[src/rtl/fetch_sequencer_pkg.sv]
// Shared encodings for the fetch sequencer and the main control unit:
// sequencer states, pc_control redirect codes and fault cause codes.
package fetch_sequencer_pkg;

  typedef enum logic [1:0] {
    ST_REQ    = 2'd0,
    ST_WAIT   = 2'd1,
    ST_EXEC   = 2'd2,
    ST_HALTED = 2'd3
  } fetch_state_e;

  localparam logic [1:0] PC_PLUS4  = 2'b00;
  localparam logic [1:0] PC_BRANCH = 2'b01;
  localparam logic [1:0] PC_JAL    = 2'b10;
  localparam logic [1:0] PC_JALR   = 2'b11;

  localparam logic [1:0] CAUSE_NONE       = 2'b00;
  localparam logic [1:0] CAUSE_MISALIGNED = 2'b01;
  localparam logic [1:0] CAUSE_BUS_ERR    = 2'b10;
  localparam logic [1:0] CAUSE_TIMEOUT    = 2'b11;

  function automatic logic is_misaligned(input logic [31:0] addr);
    return addr[1:0] != 2'b00;
  endfunction

endpackage

[src/rtl/fetch_sequencer_pc_next_select.sv]
// Combinational next-PC mux driven by the pc_control redirect code,
// with word-alignment check of the selected target.
module pc_next_select
  import fetch_sequencer_pkg::*;
(
  input  logic [31:0] pc,
  input  logic [1:0]  pc_control,
  input  logic [31:0] target_addr,
  input  logic [31:0] jalr_addr,
  output logic [31:0] next_pc,
  output logic        misaligned
);

  always_comb begin
    next_pc = pc + 32'd4;
    case (pc_control)
      PC_PLUS4:  next_pc = pc + 32'd4;
      PC_BRANCH: next_pc = target_addr;
      PC_JAL:    next_pc = target_addr;
      // jalr clears bit 0 of rs1+imm before use
      PC_JALR:   next_pc = jalr_addr & ~32'h1;
      default:   next_pc = pc + 32'd4;
    endcase
    misaligned = is_misaligned(next_pc);
  end

endmodule

[src/rtl/fetch_sequencer.sv]
// Multi-cycle fetch/PC sequencer: REQ -> WAIT -> EXEC per instruction,
// with misaligned/bus-error/timeout traps to TRAP_VECTOR and halt support.
module fetch_sequencer
  import fetch_sequencer_pkg::*;
#(
  parameter logic [31:0] RESET_PC       = 32'h0000_0000,
  parameter logic [31:0] TRAP_VECTOR    = 32'h0000_0100,
  parameter int          TIMEOUT_CYCLES = 16
) (
  input  logic        clk,
  input  logic        rst,
  output logic        imem_req,
  output logic [31:0] imem_addr,
  input  logic        imem_ready,
  input  logic        imem_rvalid,
  input  logic [31:0] imem_rdata,
  input  logic        imem_rerr,
  output logic        instr_valid,
  output logic [31:0] instr,
  output logic [31:0] pc_out,
  input  logic        instr_done,
  input  logic [1:0]  pc_control,
  input  logic [31:0] target_addr,
  input  logic [31:0] jalr_addr,
  input  logic        halt_req,
  output logic        halted,
  output logic        fault_valid,
  output logic [1:0]  fault_cause,
  output logic [31:0] fault_addr,
  output logic [31:0] instret
);

  localparam int CW = $clog2(TIMEOUT_CYCLES);
  localparam logic [CW-1:0] CNT_LAST = CW'(TIMEOUT_CYCLES - 1);

  fetch_state_e state_q, state_d;
  logic [31:0]  pc_q, pc_d;
  logic [31:0]  instr_q, instr_d;
  logic [31:0]  instret_q, instret_d;
  logic [31:0]  fault_addr_q, fault_addr_d;
  logic [1:0]   fault_cause_q, fault_cause_d;
  logic         fault_valid_q, fault_valid_d;
  logic         halted_q, halted_d;
  logic [CW-1:0] cnt_q, cnt_d;

  logic [31:0] next_pc;
  logic        next_misaligned;

  pc_next_select u_pc_next_select (
    .pc          (pc_q),
    .pc_control  (pc_control),
    .target_addr (target_addr),
    .jalr_addr   (jalr_addr),
    .next_pc     (next_pc),
    .misaligned  (next_misaligned)
  );

  always_comb begin
    state_d       = state_q;
    pc_d          = pc_q;
    instr_d       = instr_q;
    instret_d     = instret_q;
    fault_addr_d  = fault_addr_q;
    fault_cause_d = fault_cause_q;
    fault_valid_d = 1'b0;
    halted_d      = halted_q;
    cnt_d         = cnt_q;

    case (state_q)
      ST_REQ: begin
        if (imem_ready) begin
          state_d = ST_WAIT;
          cnt_d   = '0;
        end
      end
      ST_WAIT: begin
        cnt_d = cnt_q + 1'b1;
        // A response arriving on the timeout cycle is still accepted.
        if (imem_rvalid) begin
          if (!imem_rerr) begin
            instr_d = imem_rdata;
            state_d = ST_EXEC;
          end else begin
            fault_valid_d = 1'b1;
            fault_cause_d = CAUSE_BUS_ERR;
            fault_addr_d  = pc_q;
            pc_d          = TRAP_VECTOR;
            state_d       = ST_REQ;
          end
        end else if (cnt_q == CNT_LAST) begin
          fault_valid_d = 1'b1;
          fault_cause_d = CAUSE_TIMEOUT;
          fault_addr_d  = pc_q;
          pc_d          = TRAP_VECTOR;
          state_d       = ST_REQ;
        end
      end
      ST_EXEC: begin
        if (instr_done) begin
          instret_d = instret_q + 32'd1;
          if (halt_req) begin
            state_d  = ST_HALTED;
            halted_d = 1'b1;
          end else if (next_misaligned) begin
            fault_valid_d = 1'b1;
            fault_cause_d = CAUSE_MISALIGNED;
            fault_addr_d  = next_pc;
            pc_d          = TRAP_VECTOR;
            state_d       = ST_REQ;
          end else begin
            pc_d    = next_pc;
            state_d = ST_REQ;
          end
        end
      end
      ST_HALTED: begin
        halted_d = 1'b1;
      end
      default: state_d = ST_REQ;
    endcase
  end

  always_ff @(posedge clk) begin
    if (rst) begin
      state_q       <= ST_REQ;
      pc_q          <= RESET_PC;
      instr_q       <= '0;
      instret_q     <= '0;
      fault_addr_q  <= '0;
      fault_cause_q <= CAUSE_NONE;
      fault_valid_q <= 1'b0;
      halted_q      <= 1'b0;
      cnt_q         <= '0;
    end else begin
      state_q       <= state_d;
      pc_q          <= pc_d;
      instr_q       <= instr_d;
      instret_q     <= instret_d;
      fault_addr_q  <= fault_addr_d;
      fault_cause_q <= fault_cause_d;
      fault_valid_q <= fault_valid_d;
      halted_q      <= halted_d;
      cnt_q         <= cnt_d;
    end
  end

  assign imem_req    = (state_q == ST_REQ);
  assign imem_addr   = pc_q;
  assign instr_valid = (state_q == ST_EXEC);
  assign instr       = instr_q;
  assign pc_out      = pc_q;
  assign halted      = halted_q;
  assign fault_valid = fault_valid_q;
  assign fault_cause = fault_cause_q;
  assign fault_addr  = fault_addr_q;
  assign instret     = instret_q;

endmodule

[config.mk]
export PLATFORM = sky130hd
export DESIGN_NAME = fetch_sequencer
export DESIGN_NICKNAME = d
export VERILOG_FILES = /design/src/rtl/fetch_sequencer_pkg.sv /design/src/rtl/fetch_sequencer_pc_next_select.sv /design/src/rtl/fetch_sequencer.sv
export SDC_FILE = /design/constraint.sdc
export NUM_CORES = 1
export LEC_CHECK = 0
export ABC_AREA = 1
export CAP_MARGIN = 10
export CORE_ASPECT_RATIO = 1.75
export CORE_MARGIN = 5
export CORE_UTILIZATION = 37
export DETAILED_ROUTE_END_ITERATION = 6
export PLACE_DENSITY = 0.67
export SLEW_MARGIN = 20
export SYNTH_ARGS = -nofsm -noshare
export SYNTH_HDL_FRONTEND = slang
export SYNTH_SLANG_ARGS = --single-unit
[constraint.sdc]
create_clock -name clk -period 6.2 [get_ports clk]
set_clock_uncertainty 0.1 [all_clocks]
set_input_delay 0.62 -clock clk [delete_from_list [all_inputs] [get_ports clk]]
set_output_delay 0.62 -clock clk [all_outputs]
set_load 0.005 [all_outputs]
==> flow_summary.ini <==
[clock_network]
numCtsBuffers = 17
cts_resized = 0
clockBufferDepth = 2
cts_tree = done
htreeDepth = 4
clock-root-buffer = clkbuf_16
path_clk_slew_ns = 0.06
insertion_delay_ns = 0.43
cts_setup_buffers = 0
cts_hold_buffers = 0
clock_sinks = 138

[sta]
holdWs_ns = 0.3706
period_minus_slack_ns = 3.466
hold_viol_final = 0
slew_headroom_pct = 32.31
timing.final.max_slew_violations = 0
worst_pin_slew_ns = 1.015
fin_tns_setup_ns = 0
fmax_ghz = 0.2886
finalSetupViolations = 0
rsz0062_at_grt = false
fin_crit_sh_pct = 55.90

[place]
post-place-cells = 1656
portBuffers = 269
gp_congestion = 0.9193
place_hpwl_mm = 20.05

[worst_setup_path]
max_stage_delay_ns = 0.95
worstPathRequired_ns = 6.44
path_delay_family = simple AND/OR/NAND/NOR gates
cp_common_cell = nand2_1
crit_arrival_ns = 3.71
cp_max_fo = 34
path_buf_inv = 4
worst-setup-path-type = in2reg
crit_chain = clkdlybuf4s50_1, inv_1, ha_1, nand2_1, nand3_1, o21ai_1, nand2_1, inv_2, nand2_1, nand2_8, inv_6, nand3_1, a21oi_1
crit_slowest_cell = ha_1
end_kind = flop
critPathLaunchType = input pin

[run]
cap_viol_max_count = 0

[cells_and_area]
nNetsFinal = 1537
final_cell_mix = nand2_1, clkdlybuf4s50_1, nor2_1
utilization_pct = 52.46
fin_cells = 1688
diodes = 0
syn_to_final_growth_pct = 39.63
fillers = 2088
drive_gt1_share_pct = 5.501
mostFrequentLayoutCell = nand2_1

[pwr]
power.leakage_nw = 4.165
power.density_nw_per_um2 = 273.7
power_w = 0.003005
peakVddDrop_mv = 0.2507

[routing]
ant_nets = 0
num_vias = 8577
route.detailed.drc = 0
drt-initial-drc-count = 562
vias_per_cell = 5.081
wl_per_cell_um = 16.28
routed_wl_mm = 27.48
drtPass1Iterations = 5

[floorplan]
die_w_um = 120.2
row_count = 70
core_sq_um = 20930
die_area_sq_um = 24390
start_util_pct = 37.57
ios = 271
die_h_um = 202.9

[status]
status = complete, no violations

[grt]
antenna_found_initial = 0
track_usage_pct = 22.52
grt_overflow = 0
grt_pass1_wl_mm = 44.06
grt_pass1_vias = 8437
grt_start_max_net_pins = 87

[yosys]
synth-seq-cells = 138
synth_cell_types = 40
ys_warn_count = 0
synth_top_cell_area_share_pct = 35.13
synth.largest_area_cell = dfxtp_1
syn_area_per_cell_sq_um = 6.484
synth_edf_count = 0
syn_nets = 1327
synthArstFlopShare_pct = 0
syn_inst = 1213
seq_area_frac_synth_pct = 35.13
yosys-top-cells-area = dfxtp_1, nand2_1, nor2_1
synth_area_sq_um = 7865
synth_flop_cell = dfxtp_1

[min_path]
hold_class = reg2reg
metrics by stage:
stage | setup slack (ns) | instance area [sq um]
final | 2.734 | 10980
after global routing | 2.532 | 10980
after CTS | 2.785 | 10980
after detailed placement | 2.335 | 10410
after global placement | 1.989 | 10410
after floorplan | 4.044 | 7865
report_power, final:
| group | leakage, nW | switching [W] | internal [W] |
|---|---|---|---|
| clock | 0.269 | 0.000449 | 0.000540 |
| sequential | 1.12 | 0.0000541 | 0.000959 |
| combinational | 2.78 | 0.000656 | 0.000347 |
| total | 4.16 | 0.00116 | 0.00185 |
cell families after synthesis:
| group | after synthesis | share of synthesized area, % |
|---|---|---|
| adders and majority gates | 9 | 1.432 |
| xor gates and xnor gates | 21 | 2.338 |
| DFF | 138 | 35.13 |
| and+or+nand+nor | 655 | 35.40 |
| buffers and inverters | 193 | 11.80 |
| AOI/OAI and AO/OA | 197 | 13.90 |
synth_stat cells (7+ instances only):
cell      count
nand2_1     357
nor2_1      155
dfxtp_1     138
a21oi_1      91
inv_1        91
nand3_1      84
o21ai_0      65
buf_4        34
clkbuf_1     29
nor3_1       17
a22o_1       15
inv_2        15
nand4_1      12
xor2_1       11
xnor2_1      10
ha_1          9
buf_6         8
a31oi_1       7
buf_1         7
buf_2         7
nand3b_1      7
nor2_2        7
routing by layer:
layer  GRT usage (%)  up-vias  wire length, um
li1                -     4299                -
met1           24.65     3947            10460
met2           40.25      260            14260
met3           4.738       71             1396
met4           12.07        0             1364
met5               0        -                0
cell type report:
| class | count | area (sq um) | area share [%] |
|---|---|---|---|
| multi-input combinational | 882 | 4184 | 38.10 |
| tap | 252 | 315.3 | 2.871 |
| inverter | 108 | 412.9 | 3.760 |
| clock buffer | 18 | 439.2 | 3.999 |
| clock inverter | 14 | 127.6 | 1.162 |
| timing repair buffer | 276 | 2740 | 24.95 |
| sequential | 138 | 2763 | 25.16 |
tightest hold or removal path, stage by stage (launching register included):
cell	delay (ns)
dfxtp_1	0.31
inv_1	0.06
a21oi_1	0.05
worst paths after layout:
| check | depth (start not counted) | from | end | slack [ns] |
|---|---|---|---|---|
| setup / recovery | 13 | pc_control[0] | fault_addr[16]$_SDFFE_PP0P_ | 2.73 |
| hold / removal | 2 | cnt_q[3]$_SDFFE_PP0P_ | cnt_q[3]$_SDFFE_PP0P_ | 0.37 |
| hold reg to reg | 2 | cnt_q[3]$_SDFFE_PP0P_ | cnt_q[3]$_SDFFE_PP0P_ | 0.37 |
| setup reg to reg | 11 | state_q[0]$_SDFFE_PP0P_ | imem_addr[4]$_SDFFE_PP0P_ | 2.94 |
registers in the layout, indices dropped and copies added, names as in the netlist:
signal / cells
state_q: 2
instret: 32
fault_valid: 1
instr: 32
fault_cause: 2
cnt_q: 4
imem_addr: 32
halted: 1
fault_addr: 32
(Power assumes the default switching activity.)
==> RTL edit 1 (same settings) <==
Encoding of `fetch_state_e`: now Gray code (2 bits for 4 states).
--- a/src/rtl/fetch_sequencer_pkg.sv
+++ b/src/rtl/fetch_sequencer_pkg.sv
@@ -3,10 +3,10 @@
 package fetch_sequencer_pkg;
 
   typedef enum logic [1:0] {
-    ST_REQ    = 2'd0,
-    ST_WAIT   = 2'd1,
-    ST_EXEC   = 2'd2,
-    ST_HALTED = 2'd3
+    ST_REQ    = 2'b00,
+    ST_WAIT   = 2'b01,
+    ST_EXEC   = 2'b11,
+    ST_HALTED = 2'b10
   } fetch_state_e;
 
   localparam logic [1:0] PC_PLUS4  = 2'b00;
Check against the original RTL: same outputs for any inputs over 4 cycles, from zero or initial values and one cycle with rst high; so few cycles prove little.
==> RTL edit 1 against the original RTL <==
Setup slack better by 0.0063 ns; maximum frequency up 0.18%; area after synthesis down 3.0%; register-to-register slack better by 0.55 ns; count of clock-buffer cells in the layout up 5; cell area down 1.7%; synthesized cell count down 2.1%; sequential cell count unchanged; wire length down 3.2%; critical path type unchanged; critical endpoint is now fault_addr[10].
Power is not compared: it rests on default switching activity, and its combinational part moved more than twofold at a synthesized area within 25%.
==> RTL edit 1: results (changes against the original RTL) <==
- Post-synth cell types: 38 (was 40)
- Pre-Repair DR Iteration Count: 5 (unchanged)
- WL per Instance: 16.00 µm (was 16.28 µm)
- CTS Buffer Depth: 2 (unchanged)
- GRT Resource Usage Total: 21.76% (was 22.52%)
- WP data arrival: 3.63 ns (was 3.71 ns)
- Slew @ Worst Pin: 1.057 ns (was 1.015 ns)
- First-pass GRT wire length: 41,540 µm (was 44,060 µm)
- Synth cell count leaders: nand2_1, nor2_1, dfxtp_1 (unchanged)
- Crit-path max cell delay: 0.48 ns (was 0.95 ns)
- Ranking of synthesized cells by area: dfxtp_1, nand2_1, nor2_1 (unchanged)
- Starting DRT DRC Count: 508 (was 562)
- DPL Wire Length: 19,940 µm (was 20,050 µm)
- Placer Congestion: 0.9616 (was 0.9193)
- Net Count, Synth: 1,298 (was 1,327)
- Status: complete, no violations (unchanged)
- # nets final: 1,512 (was 1,537)
- Placement Cell Area: 10,220 µm² (was 10,410 µm²)
- Sequential fraction of the synthesis area: 36.20% (was 35.13%)
- CP delay by family, top: buffers and inverters (was simple AND/OR/NAND/NOR gates)
- Layout filler cell count: 2,024 (was 2,088)
- Largest net degree at the start of global routing: 81 (was 87)
- Vias/cell: 4.968 (was 5.081)
- Cell with the largest stage delay on the worst path: clkdlybuf4s50_1 (was ha_1)
- Buffers on Ports: 269 (unchanged)
- Share of cells above drive strength 1: 5.159% (was 5.501%)
- Vias in the first global route: 7,979 (was 8,437)
- Crit path max fanout: 33 (was 34)
## RTL edit 1: path summary, 6_finish.rpt
| check | endpoint | slack, ns | start |
|---|---|---|---|
| setup / recovery | fault_addr[10] | 2.74 | pc_control[0] |
| hold / removal | fault_addr[5] | 0.37 | fault_addr[5] |
| setup reg to reg | fault_addr[7] | 3.49 | state_q[1] |
| hold reg to reg | fault_addr[5] | 0.37 | fault_addr[5] |
## RTL edit 1: worst reg2reg max path, delay by kind of cell, from the launching register on
family	cells	cell delay (ns)
AND/OR/NAND/NOR	8	1.29
buffers and inverters	4	0.68
flip-flops	1	0.52
## RTL edit 1: cell type report
class / count / area [µm²] / share of cell area, %
Multi-Input combinational cell: 867 / 4029 / 37.34
Sequential cell: 138 / 2763 / 25.60
Timing Repair Buffer: 275 / 2733 / 25.32
Clock buffer: 23 / 478.0 / 4.430
Inverter: 103 / 386.6 / 3.583
Tap cell: 248 / 310.3 / 2.876
Clock inverter: 9 / 91.34 / 0.8465
## RTL edit 1: through the flow
step	worst slack [ns]	instances	total power, mW
finish	2.741	1663	2.302
floorplan	3.936	1188	1.157
global placement	2.302	1631	1.343
global route	2.572	1663	2.399
CTS	2.741	1663	2.329
detailed placement	2.290	1631	1.348
## RTL edit 1: cell families (layout without fill, tap and decap cells)
family	after synthesis	count (layout)	share of synthesized area [%]
AO/OA/AOI/OAI	198	198	14.54
XOR/XNOR	12	12	1.377
AND/OR/NAND/NOR	652	652	36.06
buffers and inverters	183	410	11.00
flip-flops	138	138	36.20
adder cells (fa/ha/maj)	5	5	0.8198
## RTL edit 1: power by group through the flow
stage	clock network, mW	logic (mW)	registers [mW]
after floorplan	0	0.189	0.968
after global placement	0	0.375	0.968
after detailed placement	0	0.379	0.969
after CTS	1.00	0.380	0.949
after global routing	1.03	0.411	0.954
final	0.976	0.377	0.950
## RTL edit 1: routing by layer
layer,track usage [%],wire [µm]
met5,0,0
met4,6.894,566
met3,5.413,1717
met2,40.91,13890
met1,23.84,10430
==> RTL edit 2 (same flow settings) <==
Made on the original files. Change the parameter `TIMEOUT_CYCLES` from 16 to 32.
--- a/src/rtl/fetch_sequencer.sv
+++ b/src/rtl/fetch_sequencer.sv
@@ -5,7 +5,7 @@
 #(
   parameter logic [31:0] RESET_PC       = 32'h0000_0000,
   parameter logic [31:0] TRAP_VECTOR    = 32'h0000_0100,
-  parameter int          TIMEOUT_CYCLES = 16
+  parameter int          TIMEOUT_CYCLES = 32
 ) (
   input  logic        clk,
   input  logic        rst,
Check against the original RTL: same outputs for any inputs over 4 cycles, from zero or initial values and one cycle with rst high; that may be too few to reach the edited logic, so the function may still have changed.
==> RTL edit 2 against the original RTL <==
Wire length is 1.8% higher; register-to-register slack worse by 0.15 ns; area after synthesis is 2.6% lower; utilization is 1.1 points higher; setup slack worse by 0.37 ns; die area is 2.4% lower; power is 0.16% lower; first-iteration DRC count is 8.5% lower; cell area is 0.63% lower; via count is 1.1% lower; sequential cell count is 1 higher; largest power group is now the clock network; highest routed layer unchanged.
==> RTL edit 2: results (changes against the original RTL) <==
- Synth cell count leaders: nand2_1, nor2_1, dfxtp_1 (unchanged)
- Area of the mapped netlist: 7662 µm² (was 7865 µm²)
- Largest net degree at the start of global routing: 92 (was 87)
- Post-route design area: 10,910 µm² (was 10,980 µm²)
- Share of cells above drive strength 1: 4.056% (was 5.501%)
- Flop2flop setup slack: 2.79 ns (was 2.94 ns)
- Clock-cell share of area: 5.950% (was 5.161%)
- Placement Cell Area: 10,260 µm² (was 10,410 µm²)
- Placer Congestion: 1.004 (was 0.9193)
- Period utilization: 61.85% (was 55.90%)
- Status: complete, no violations (unchanged)
- Pre-CTS setup slack: 1.960 ns (was 2.335 ns)
- Hold EP: cnt_q[4] (was cnt_q[3])
- CP delay by family, top: buffers and inverters (was simple AND/OR/NAND/NOR gates)
- Layout non-clock buf frac: 25.11% (was 24.95%)
- Inverters: 96 (was 108)
- Starting DRT DRC Count: 514 (was 562)
- Sequential fraction of the synthesis area: 36.32% (was 35.13%)
- Area taken by multi-input logic gates: 4068 µm² (was 4184 µm²)
- WP data arrival: 4.05 ns (was 3.71 ns)
- Via Count: 8,479 (was 8,577)
- FF-to-FF End: instret[24] (was imem_addr[4])
- Ant diodes: 1 (was 0)
- Clk_buf instances: 20 (was 18)
- DPL Wire Length: 20,890 µm (was 20,050 µm)
- Worst VDD drop: 0.0003349 V (was 0.0002507 V)
- Net Count, Synth: 1,319 (was 1,327)
- Seq/total area: 25.50% (was 25.16%)
- Vias in the first global route: 8,358 (was 8,437)
- Worst Reg-to-Reg Cells: 9 (was 11)
- # nets final: 1,533 (was 1,537)
- GRT Resource Usage Total: 22.88% (was 22.52%)
- LEAKAGE: 3.931 nW (was 4.165 nW)
- Syn Area/Cell: 6.364 µm² (was 6.484 µm²)
- Routed WL: 27,980 µm (was 27,480 µm)
- First-pass GRT wire length: 43,260 µm (was 44,060 µm)
-- RTL edit 2: cell count changes after synthesis, sizes merged, moves of 7 or more --
cell   change
a21oi     +16
a22o      -13
a22oi     +19
inv       -13
nand3     -38
nand4      -7
nor2      +38
xnor2      -7
-- RTL edit 2: worst min-delay path: cells and delay by family (launching register included) --
family	cells	cell delay, ns
DFF	1	0.31
and+or+nand+nor	1	0.06
AOI/OAI and AO/OA	1	0.05
-- RTL edit 2: metal layers --
metal	global-route usage, %	share of wire, %	up-vias
met5	0	0	-
met4	14.21	5.8	0
met3	5.333	5.9	86
met2	42.08	52	310
met1	22.82	36	3828
li1	-	-	4255
-- RTL edit 2: worst max-delay path by stage --
| stage | start | end | slack (ns) | cells past startpoint |
|---|---|---|---|---|
| final | pc_control[0] | fault_addr[31] | 2.37 | 12 |
| after global routing | pc_control[0] | fault_addr[31] | 2.07 | 11 |
| after CTS | pc_control[0] | fault_addr[31] | 2.41 | 12 |
| after detailed placement | pc_control[0] | fault_addr[31] | 1.96 | 12 |
| after global placement | pc_control[0] | fault_addr[31] | 2.04 | 12 |
| after floorplan | pc_control[0] | fault_addr[8] | 4.05 | 12 |
-- RTL edit 2: power by group --
group / switching, mW / total [mW] / internal (mW)
clock network: 0.403 / 1.14 / 0.732
registers: 0.0512 / 1.01 / 0.963
logic: 0.543 / 0.851 / 0.308
total: 0.997 / 3.00 / 2.00
-- RTL edit 2: cells by family (layout without fill, tap and decap cells) --
family	Yosys count	count (layout)	share of synthesized area, %
compound gates	212	212	15.17
xor+xnor	19	19	2.172
fa+ha+maj	10	10	1.633
buf+inv	177	403	10.66
flops	139	139	36.32
other cells	0	1	0
simple gates	647	647	34.05
